[src/rtl/hdlc_tx_framer_pkg.sv]
// Shared constants and state encoding for the HDLC transmit framer and its bit stuffer.
package hdlc_tx_framer_pkg;
   localparam logic [7:0] FLAG      = 8'h7E;
   localparam int         ABORT_LEN = 8;
   localparam int         STUFF_RUN = 5;

   typedef enum logic [2:0] {
      ST_IDLE  = 3'd0,
      ST_OPEN  = 3'd1,
      ST_DATA  = 3'd2,
      ST_CLOSE = 3'd3,
      ST_ABORT = 3'd4
   } state_t;
endpackage

[src/rtl/hdlc_bit_stuffer.sv]
// Counts consecutive ones on an HDLC bit stream and requests a zero after STUFF_RUN of them.
module hdlc_bit_stuffer
   import hdlc_tx_framer_pkg::*;
(
   input  logic clk,
   input  logic rst_n,
   input  logic i_clr,
   input  logic i_en,
   input  logic i_bit,
   output logic o_stuff,
   output logic o_near
);
   logic [2:0] r_ones;

   always_ff @(posedge clk or negedge rst_n) begin
      if (!rst_n)      r_ones <= 3'd0;
      else if (i_clr)  r_ones <= 3'd0;
      else if (i_en)   r_ones <= i_bit ? r_ones + 3'd1 : 3'd0;
   end

   // o_near lets the framer see that the bit about to go out will trigger a stuff
   assign o_stuff = (r_ones == 3'(STUFF_RUN));
   assign o_near  = (r_ones == 3'(STUFF_RUN - 1));
endmodule

[src/rtl/hdlc_tx_framer.sv]
// HDLC transmit framer: opening flags, bit-stuffed payload bytes, closing flag or abort, LSB first.
module hdlc_tx_framer
   import hdlc_tx_framer_pkg::*;
#(
   parameter int   NUM_OPEN = 1,
   parameter logic IDLE_BIT = 1'b1,
   parameter int   DBW      = 10
) (
   input  logic           clk,
   input  logic           rst_n,
   input  logic           inr,
   input  logic           trastart,
   input  logic [DBW-1:0] db,
   input  logic [7:0]     in_data,
   input  logic           in_vld,
   output logic           in_rdy,
   output logic           tx_bit,
   output logic           tx_en,
   output logic           busy,
   output logic           done,
   output logic           abort_err
);
   state_t         r_state;
   logic [7:0]     r_sh;
   logic [4:0]     r_bit_cnt;
   logic [DBW-1:0] r_db;
   logic [DBW-1:0] r_byte_cnt;
   logic           r_byte_done;
   logic           r_trastart_d;
   logic           r_tx_bit;
   logic           r_tx_en;
   logic           r_busy;
   logic           r_done;
   logic           r_abort_err;

   logic w_start, w_more, w_bit, w_stuff, w_near, w_pend;
   logic w_open_last, w_data_last, w_need;

   assign w_start     = trastart & ~r_trastart_d;
   assign w_more      = (r_byte_cnt != r_db);
   assign w_pend      = w_near & r_sh[0];
   assign w_open_last = (r_state == ST_OPEN) && (r_bit_cnt == 5'(8 * NUM_OPEN - 1));
   // A byte is finished on its 8th bit, or on the stuff bit that its 8th bit provoked
   assign w_data_last = (r_state == ST_DATA) &&
                        (w_stuff ? r_byte_done : ((r_bit_cnt == 5'd7) && !w_pend));
   assign w_need      = (w_open_last || w_data_last) && w_more;

   always_comb begin
      w_bit = r_sh[0];
      if ((r_state == ST_DATA) && w_stuff) w_bit = 1'b0;
      else if (r_state == ST_ABORT)        w_bit = 1'b1;
   end

   hdlc_bit_stuffer u_stuffer (
      .clk     (clk),
      .rst_n   (rst_n),
      .i_clr   (inr || (r_state != ST_DATA)),
      .i_en    (r_state == ST_DATA),
      .i_bit   (w_bit),
      .o_stuff (w_stuff),
      .o_near  (w_near)
   );

   always_ff @(posedge clk) begin
      if (r_state == ST_IDLE) begin
         if (w_start) begin
            r_db <= db;
            r_sh <= FLAG;
         end
      end else if (w_need && in_vld) begin
         r_sh <= in_data;
      end else if (((r_state == ST_OPEN) && (r_bit_cnt[2:0] == 3'd7)) || w_data_last) begin
         r_sh <= FLAG;
      end else if (!((r_state == ST_DATA) && w_stuff)) begin
         r_sh <= {1'b0, r_sh[7:1]};
      end
   end

   always_ff @(posedge clk or negedge rst_n) begin
      if (!rst_n) begin
         r_state      <= ST_IDLE;
         r_bit_cnt    <= 5'd0;
         r_byte_cnt   <= '0;
         r_byte_done  <= 1'b0;
         r_trastart_d <= 1'b0;
         r_tx_bit     <= IDLE_BIT;
         r_tx_en      <= 1'b0;
         r_busy       <= 1'b0;
         r_done       <= 1'b0;
         r_abort_err  <= 1'b0;
      end else if (inr) begin
         r_state      <= ST_IDLE;
         r_bit_cnt    <= 5'd0;
         r_byte_cnt   <= '0;
         r_byte_done  <= 1'b0;
         r_trastart_d <= 1'b0;
         r_tx_bit     <= IDLE_BIT;
         r_tx_en      <= 1'b0;
         r_busy       <= 1'b0;
         r_done       <= 1'b0;
         r_abort_err  <= 1'b0;
      end else begin
         r_trastart_d <= trastart;
         r_done       <= 1'b0;
         r_abort_err  <= 1'b0;
         r_tx_en      <= (r_state != ST_IDLE);
         r_tx_bit     <= (r_state == ST_IDLE) ? IDLE_BIT : w_bit;
         case (r_state)
            ST_IDLE: begin
               r_busy <= w_start;
               if (w_start) begin
                  r_state     <= ST_OPEN;
                  r_bit_cnt   <= 5'd0;
                  r_byte_cnt  <= '0;
                  r_byte_done <= 1'b0;
               end
            end
            ST_OPEN: r_bit_cnt <= r_bit_cnt + 5'd1;
            ST_DATA: begin
               if (!w_stuff) begin
                  if (r_bit_cnt == 5'd7) r_byte_done <= 1'b1;
                  else                   r_bit_cnt   <= r_bit_cnt + 5'd1;
               end
            end
            ST_CLOSE: begin
               r_bit_cnt <= r_bit_cnt + 5'd1;
               if (r_bit_cnt == 5'd7) begin
                  r_done  <= 1'b1;
                  r_state <= ST_IDLE;
               end
            end
            ST_ABORT: begin
               r_bit_cnt   <= r_bit_cnt + 5'd1;
               r_abort_err <= (r_bit_cnt == 5'd0);
               if (r_bit_cnt == 5'(ABORT_LEN - 1)) r_state <= ST_IDLE;
            end
            default: r_state <= ST_IDLE;
         endcase
         // End of a flag run or byte: fetch the next byte, close, or abort on underrun
         if (w_open_last || w_data_last) begin
            r_bit_cnt   <= 5'd0;
            r_byte_done <= 1'b0;
            if (!w_more) begin
               r_state <= ST_CLOSE;
            end else if (in_vld) begin
               r_state    <= ST_DATA;
               r_byte_cnt <= r_byte_cnt + DBW'(1);
            end else begin
               r_state <= ST_ABORT;
            end
         end
      end
   end

   assign in_rdy    = w_need;
   assign tx_bit    = r_tx_bit;
   assign tx_en     = r_tx_en;
   assign busy      = r_busy;
   assign done      = r_done;
   assign abort_err = r_abort_err;
endmodule

[config.mk]
export PLATFORM = sky130hd
export DESIGN_NAME = hdlc_tx_framer
export DESIGN_NICKNAME = d
export VERILOG_FILES = /design/src/rtl/hdlc_tx_framer_pkg.sv /design/src/rtl/hdlc_bit_stuffer.sv /design/src/rtl/hdlc_tx_framer.sv
export SDC_FILE = /design/constraint.sdc
export NUM_CORES = 1
export LEC_CHECK = 0
export ABC_AREA = 1
export CAP_MARGIN = 20
export CORE_MARGIN = 3
export CORE_UTILIZATION = 45
export DETAILED_ROUTE_END_ITERATION = 8
export PLACE_DENSITY = 0.79
export SLEW_MARGIN = 20
export SYNTH_ARGS = -nofsm -noshare
export SYNTH_HDL_FRONTEND = slang
export SYNTH_SLANG_ARGS = --single-unit
[constraint.sdc]
create_clock -name clk -period 2.1 [get_ports clk]
set_clock_uncertainty 0.1 [all_clocks]
set_input_delay 0.315 -clock clk [delete_from_list [all_inputs] [get_ports clk]]
set_output_delay 0.315 -clock clk [all_outputs]
set_load 0.005 [all_outputs]
Word-level counts from Yosys, hierarchy flattened
Cells that the tools add are included.
{"block": "totals", "ff_bits": 46, "latch_bits": 0, "ramBits": 0, "romBits": 0, "input_bits": 23, "output_inout_bits": 6, "elab_cells": 110, "mem_count": 0}
{"block": "classes", "addsub": 3, "n_mul": 0, "n_div": 0, "magnitude_cmp": 0, "eq_ne": 18, "shift": 0, "n_mux": 47, "bitwise_logic": 3, "reduce_logical": 26}
{"cell": "2-to-1 mux 10 bit", "n": 6}
{"cell": "2-to-1 mux 8 bit", "n": 5}
{"cell": "2-to-1 mux 3 bit", "n": 9}
{"cell": "2-to-1 mux 5 bit", "n": 5}
{"cell": "2-to-1 mux 1 bit", "n": 19}
{"cell": "inequality test 4 bit (second input constant)", "n": 4}
{"cell": "case mux 5 bit (3 select lines)", "n": 1}
{"cell": "== test 3 bit (second input constant)", "n": 4}
{"cell": "adder 10 x 1 -> 10 bit (second input constant)", "n": 1}
{"cell": "inequality test 10 bit", "n": 1}
{"cell": "case mux 3 bit (3 select lines)", "n": 1}
{"cell": "inequality test 4 x 1 -> 1 bit (second input constant)", "n": 2}
{"cell": "AND reduction 4 bit", "n": 2}
{"cell": "logical AND 1 bit", "n": 7}
{"cell": "== test 3 x 2 -> 1 bit (second input constant)", "n": 2}
{"cell": "adder 5 x 1 -> 5 bit (second input constant)", "n": 1}
{"cell": "== test 5 x 3 -> 1 bit (second input constant)", "n": 1}
{"cell": "zero test 5 bit", "n": 1}
{"cell": "nonzero test 5 bit", "n": 1}
{"cell": "AND reduction 2 bit", "n": 2}
{"cell": "nonzero test 2 bit", "n": 2}
{"cell": "nonzero test 4 bit", "n": 1}
{"cell": "OR reduction 2 bit", "n": 2}
{"cell": "adder 3 x 1 -> 3 bit (second input constant)", "n": 1}
{"cell": "other kinds (13)", "n": 16}

Longest topological paths before layout
{"block": "logic_depth", "ltp_word": 11, "depth_mapped": 14, "mapped_depth_nobuf": 12}

Modules after synthesis
A second synthesis with hierarchy kept.
{"block": "hier_totals", "hier_cells": 379, "hier_area_um2": 2839.0}
{"module": "hdlc_tx_framer", "n_inst": 1, "cells_per_inst": 353, "area_each_um2": 2638.8, "seq_area_each_um2": 1167.4}
{"module": "hdlc_bit_stuffer", "n_inst": 1, "cells_per_inst": 26, "area_each_um2": 200.2, "seq_area_each_um2": 75.1}

Least setup slack after synthesis
No wires, ideal clock.
{"block": "synth_path", "path_kind": "register to register", "from": "register r_state[2]", "to": "register r_byte_cnt[9]", "setup_ns": 0.116, "arrival_ns": 1.749, "t_required_ns": 1.884, "slack_ns": 0.135, "stages_incl_launch_ff": 10, "n_path_buf": 1, "synth_period_minus_slack_ns": 1.965, "path_cell_list": "dfrtp_1 > nor2_2 > nand2_2 > buf_4 > nor2_1 > inv_1 > nand2_1 > nand2_1 > nand2_1 > nor2_1"}
{"block": "synth_via", "elab_chain_cells": 6, "word_cells_on_any_way": 11, "cone_classes": "2 x eq/ne; 5 x mux; 4 x reduce/logical"}
{"item": "from (decl)", "line_no": "hdlc_tx_framer.sv:23", "text": "state_t r_state;"}
{"item": "from (signal assigned)", "line_no": "hdlc_tx_framer.sv:81", "text": "r_state <= ST_IDLE;"}
{"item": "from (signal assigned)", "line_no": "hdlc_tx_framer.sv:92", "text": "r_state <= ST_IDLE;"}
{"item": "from (signal assigned)", "line_no": "hdlc_tx_framer.sv:112", "text": "r_state <= ST_OPEN;"}
{"item": "zero test 3 bit", "line_no": "hdlc_tx_framer.sv:108", "text": "case (r_state)"}
{"item": "2-to-1 mux 10 bit", "line_no": "hdlc_tx_framer.sv:108"}
{"item": "2-to-1 mux 10 bit", "line_no": "hdlc_tx_framer.sv:145", "text": "end else if (in_vld) begin"}
{"item": "2-to-1 mux 10 bit", "line_no": "hdlc_tx_framer.sv:143", "text": "if (!w_more) begin"}
{"item": "2-to-1 mux 10 bit (*)", "line_no": "hdlc_tx_framer.sv:140", "text": "if (w_open_last || w_data_last) begin"}
{"item": "2-to-1 mux 10 bit (*)", "line_no": "hdlc_tx_framer.sv:91", "text": "end else if (inr) begin"}
{"item": "to (signal assigned)", "line_no": "hdlc_tx_framer.sv:147", "text": "r_byte_cnt <= r_byte_cnt + DBW'(1);"}
{"item": "to (decl)", "line_no": "hdlc_tx_framer.sv:27", "text": "logic [DBW-1:0] r_byte_cnt;"}
Mark *: on every way between the ends. The rest lies on a longest branch, timed or not.
A chain may end at the register's enable or synchronous reset.

Worst setup path after layout
{"block": "layout_path", "from": "register r_state[2]", "to": "register r_sh[5] (enable)"}
{"block": "layout_via", "elab_chain_cells": 7, "word_cells_on_any_way": 14, "cone_classes": "4 x eq/ne; 10 x reduce/logical"}
{"item": "== test 3 x 1 -> 1 bit / == test 3 x 2 -> 1 bit (equally long branches)"}
{"item": "logical AND 1 bit (on tied branches)", "line_no": "hdlc_tx_framer.sv:42, hdlc_tx_framer.sv:44"}
{"item": "logical OR 1 bit", "line_no": "hdlc_tx_framer.sv:46", "text": "assign w_need = (w_open_last || w_data_last) && w_more;"}
{"item": "logical AND 1 bit", "line_no": "hdlc_tx_framer.sv:46"}
{"item": "logical AND 1 bit", "line_no": "hdlc_tx_framer.sv:70", "text": "end else if (w_need && in_vld) begin"}
{"item": "inequality test 4 x 1 -> 1 bit (no line)"}
{"item": "AND reduction 2 bit (no line) (*)"}
{"item": "to (signal assigned)", "line_no": "hdlc_tx_framer.sv:71", "text": "r_sh <= in_data;"}
{"item": "to (signal assigned)", "line_no": "hdlc_tx_framer.sv:75", "text": "r_sh <= {1'b0, r_sh[7:1]};"}
{"item": "to (decl)", "line_no": "hdlc_tx_framer.sv:24", "text": "logic [7:0] r_sh;"}
Marks and branches as above.

==> results by group <==
Final layout
  • Post-route cell area: 3513 µm²
  • Nets: 459
  • Most common cell after layout, fill and taps aside: nand2_1
  • Antenna fix cells: 0
  • Commonest non-fill, non-tap cells in the layout: nand2_1, inv_1, buf_4
  • Finished Layout Cells: 502
  • Share of layout cells above drive strength 1: 17.44%
  • Number of fill cells: 461
  • Area growth syn-to-layout: 27.58%

Routing
  • Routed wire per std cell: 13.34 µm
  • Vias post-DR: 2595
  • Routed Antenna Nets: 0
  • First-pass DRT Iterations: 4
  • DRT iter0 DRCs: 288
  • DR DRC count: 0
  • Routed WL: 6.697 mm
  • Via density: 5.169

Critical path
  • Max incr delay on CP: 430 ps
  • Register-to-register path setup slack: 120 ps
  • Buffers & Inverters on Critical Path: 2
  • R2R cell count: 9
  • Critical Path AT: 1910 ps
  • CP required: 2030 ps
  • Reg2reg start: r_state[2]
  • Setup crit end kind: register
  • CP Max Fanout: 9
  • Startpoint Class: register
  • CP max stage cell: dfrtp_1
  • Family with the most delay on the worst path: simple AND/OR/NAND/NOR gates
  • R2r endpoint: r_sh[5]
  • Worst Setup Path Type: register to register
  • Crit-path cells: nor2_2 -> nand2_2 -> nor2_1 -> nand2_2 -> nand3_4 -> buf_6 -> nand3_4 -> nand3b_1 -> buf_6

STA
  • Final Max Slew Viols: 0
  • Fmax achieved: 505.5 MHz
  • Worst-Margin Slew: 372.5 ps
  • TNS Setup: 0 ps
  • Hold slack final: 285.1 ps
  • Final Setup Violations: 0
  • Count of final hold-check violations: 0
  • Post-route clock period utilization: 94.21%
  • RSZ-0062 raised after global routing: false
  • Final worst path period need: 1978 ps
  • Relative slew slack: 75.17%

Global routing
  • Total GRT Usage: 19.35%
  • GRT overflow: 0
  • Vias in the first global route: 2579
  • Largest net degree at the start of global routing: 29
  • Initial antenna violation count: 0
  • First-pass GRT wire length: 11.25 mm

Clocking
  • Clock latency on the worst-skew pair: 310 ps
  • Clock sink count: 46
  • Root Driver: clkbuf_8
  • Clock Path Buffers: 2
  • CTS clk-pin slew, worst paths: 90 ps
  • CTS tree: done
  • CTS H-tree lvls: 2
  • CTS buffer count: 5
  • Hold_buf cts: 0

Logic synthesis
  • Mapped Area: 2754 µm²
  • FF+latch count, synth: 46
  • Mapped Nets: 389
  • Cells after synthesis: 359
  • Top_reg_cell synth: dfrtp_1
  • Yosys cell types: 34
  • Synthesis Warnings: 0
  • Asr flop ratio synth: 60.87%
  • Post-synth EDFFs: 18
  • Sequential area share after synthesis: 45.12%
  • Mean Syn Cell Area: 7.671 µm²

Floorplanning
  • Core area: 5709 µm²
  • Num ports: 29
  • Initial Utilization: 48.24%
  • Die width: 84.23 µm
  • Die Area: 7095 µm²
  • Vert. Die Dim: 84.23 µm
  • # rows: 27

Placement
  • DP Area: 3266 µm²
  • Final Wtd Congestion: 0.9679
  • Input/output buffers: 28
  • Dpl cells: 479
  • DP Wirelength: 4.746 mm

Power and ir drop
  • Power Total: 2.017 mW
  • Pwr dens: 574.2 nW/µm²
  • Lkg Pwr: 1.669 nW
  • Maximum VDD drop: 401.0 µV

Run
  • Maxcap violations: 0

Status
  • Outcome: finished, final reports clean

Min path
  • Hold WC Path Type: primary input to async pin
[area by class of cell]
| cell class | instances | area [µm²] | share of cell area [%] |
|---|---|---|---|
| Clock buffer | 8 | 101.3 | 2.885 |
| Inverter | 41 | 153.9 | 4.380 |
| Multi-Input combinational cell | 266 | 1331 | 37.89 |
| Sequential cell | 46 | 1242 | 35.36 |
| Tap cell | 72 | 90.09 | 2.564 |
| Timing Repair Buffer | 69 | 594.3 | 16.92 |
[report_power, final]
part | internal [mW] | total [mW] | switching, mW
Sequential | 1.00 | 1.03 | 0.0289
Combinational | 0.159 | 0.380 | 0.221
Clock | 0.309 | 0.606 | 0.298
[cell families after synthesis]
group           synth area share, %
simple gates                  36.12
buf+inv                       7.814
flops                         45.12
compound gates                5.225
xor+xnor                      2.544
fa+ha+maj                     3.180
[synthesized netlist by cell type, types with 2 or more instances]
cell type | instances | area share [%]
buf_6 | 3 | 1.2
nand3_1 | 32 | 5.8
nand2_2 | 3 | 0.68
dfrtp_1 | 27 | 25
o21ai_0 | 20 | 3.6
a21oi_1 | 4 | 0.73
buf_4 | 3 | 0.82
inv_1 | 39 | 5.3
nand2_1 | 130 | 18
xor2_1 | 2 | 0.64
nand3_4 | 2 | 1.3
or2_2 | 2 | 0.45
nand4_1 | 8 | 1.8
xnor2_1 | 6 | 1.9
nor2_1 | 33 | 4.5
edfxtp_1 | 18 | 20
ha_1 | 7 | 3.2
nor2_2 | 3 | 0.68
nand3b_1 | 2 | 0.55
[state kept, by name, summed over array words and instances, names as in the netlist]
name and flops:
r_byte_cnt 10, r_db 10, r_sh 8, r_bit_cnt 5, r_state 3, u_stuffer.r_ones 3, abort_err 1, busy 1
done 1, r_byte_done 1, r_trastart_d 1, tx_bit 1, tx_en 1
[how the worst max path moves through the flow]
stage / start / endpoint / slack [ps] / cells after the start
2_1_floorplan: r_state[2] / r_byte_cnt[9] / 140 / 9
3_3_place_gp: r_byte_cnt[4] / r_sh[3] / 20 / 9
3_5_place_dp: r_bit_cnt[4] / r_sh[4] / 3 / 9
4_1_cts: r_byte_cnt[3] / in_rdy / 0.9 / 10
5_1_grt: u_stuffer.r_ones[1] / r_sh[5] / 20 / 11
6_report: r_state[2] / r_sh[5] / 120 / 9
[per-stage QoR]
stage          utilization (%)  setup slack [ps]
2_1_floorplan                -             135.4
3_5_place_dp             57.20             3.446
4_1_cts                  60.31            0.8684
6_report                 61.54             121.6
3_3_place_gp             57.20             23.34
5_1_grt                  61.54             20.66
[worst register-to-register path, cell delays in order, from the launching register on]
cell,delay [ps]
dfrtp_1,430
nor2_2,170
nand2_2,100
nor2_1,140
nand2_2,90
nand3_4,100
buf_6,160
nand3_4,130
nand3b_1,160
buf_6,140
[routing by layer]
layer | routed length (µm) | vias up | track usage [%]
met5 | 0 | - | 0
met4 | 90 | 0 | 5.848
met3 | 466 | 12 | 4.612
met2 | 3381 | 88 | 33.86
met1 | 2759 | 1208 | 23.57
li1 | - | 1287 | -
[timing repair]
| action | in CTS | in global routing |
|---|---|---|
| pin swaps | 4 | 5 |
| resized for setup | 7 | 8 |
| setup endpoints to repair | 6 | 15 |
| gates cloned | 0 | 1 |
| buffers inserted | 8 | 6 |
Power figures use the tool's default switching activity.
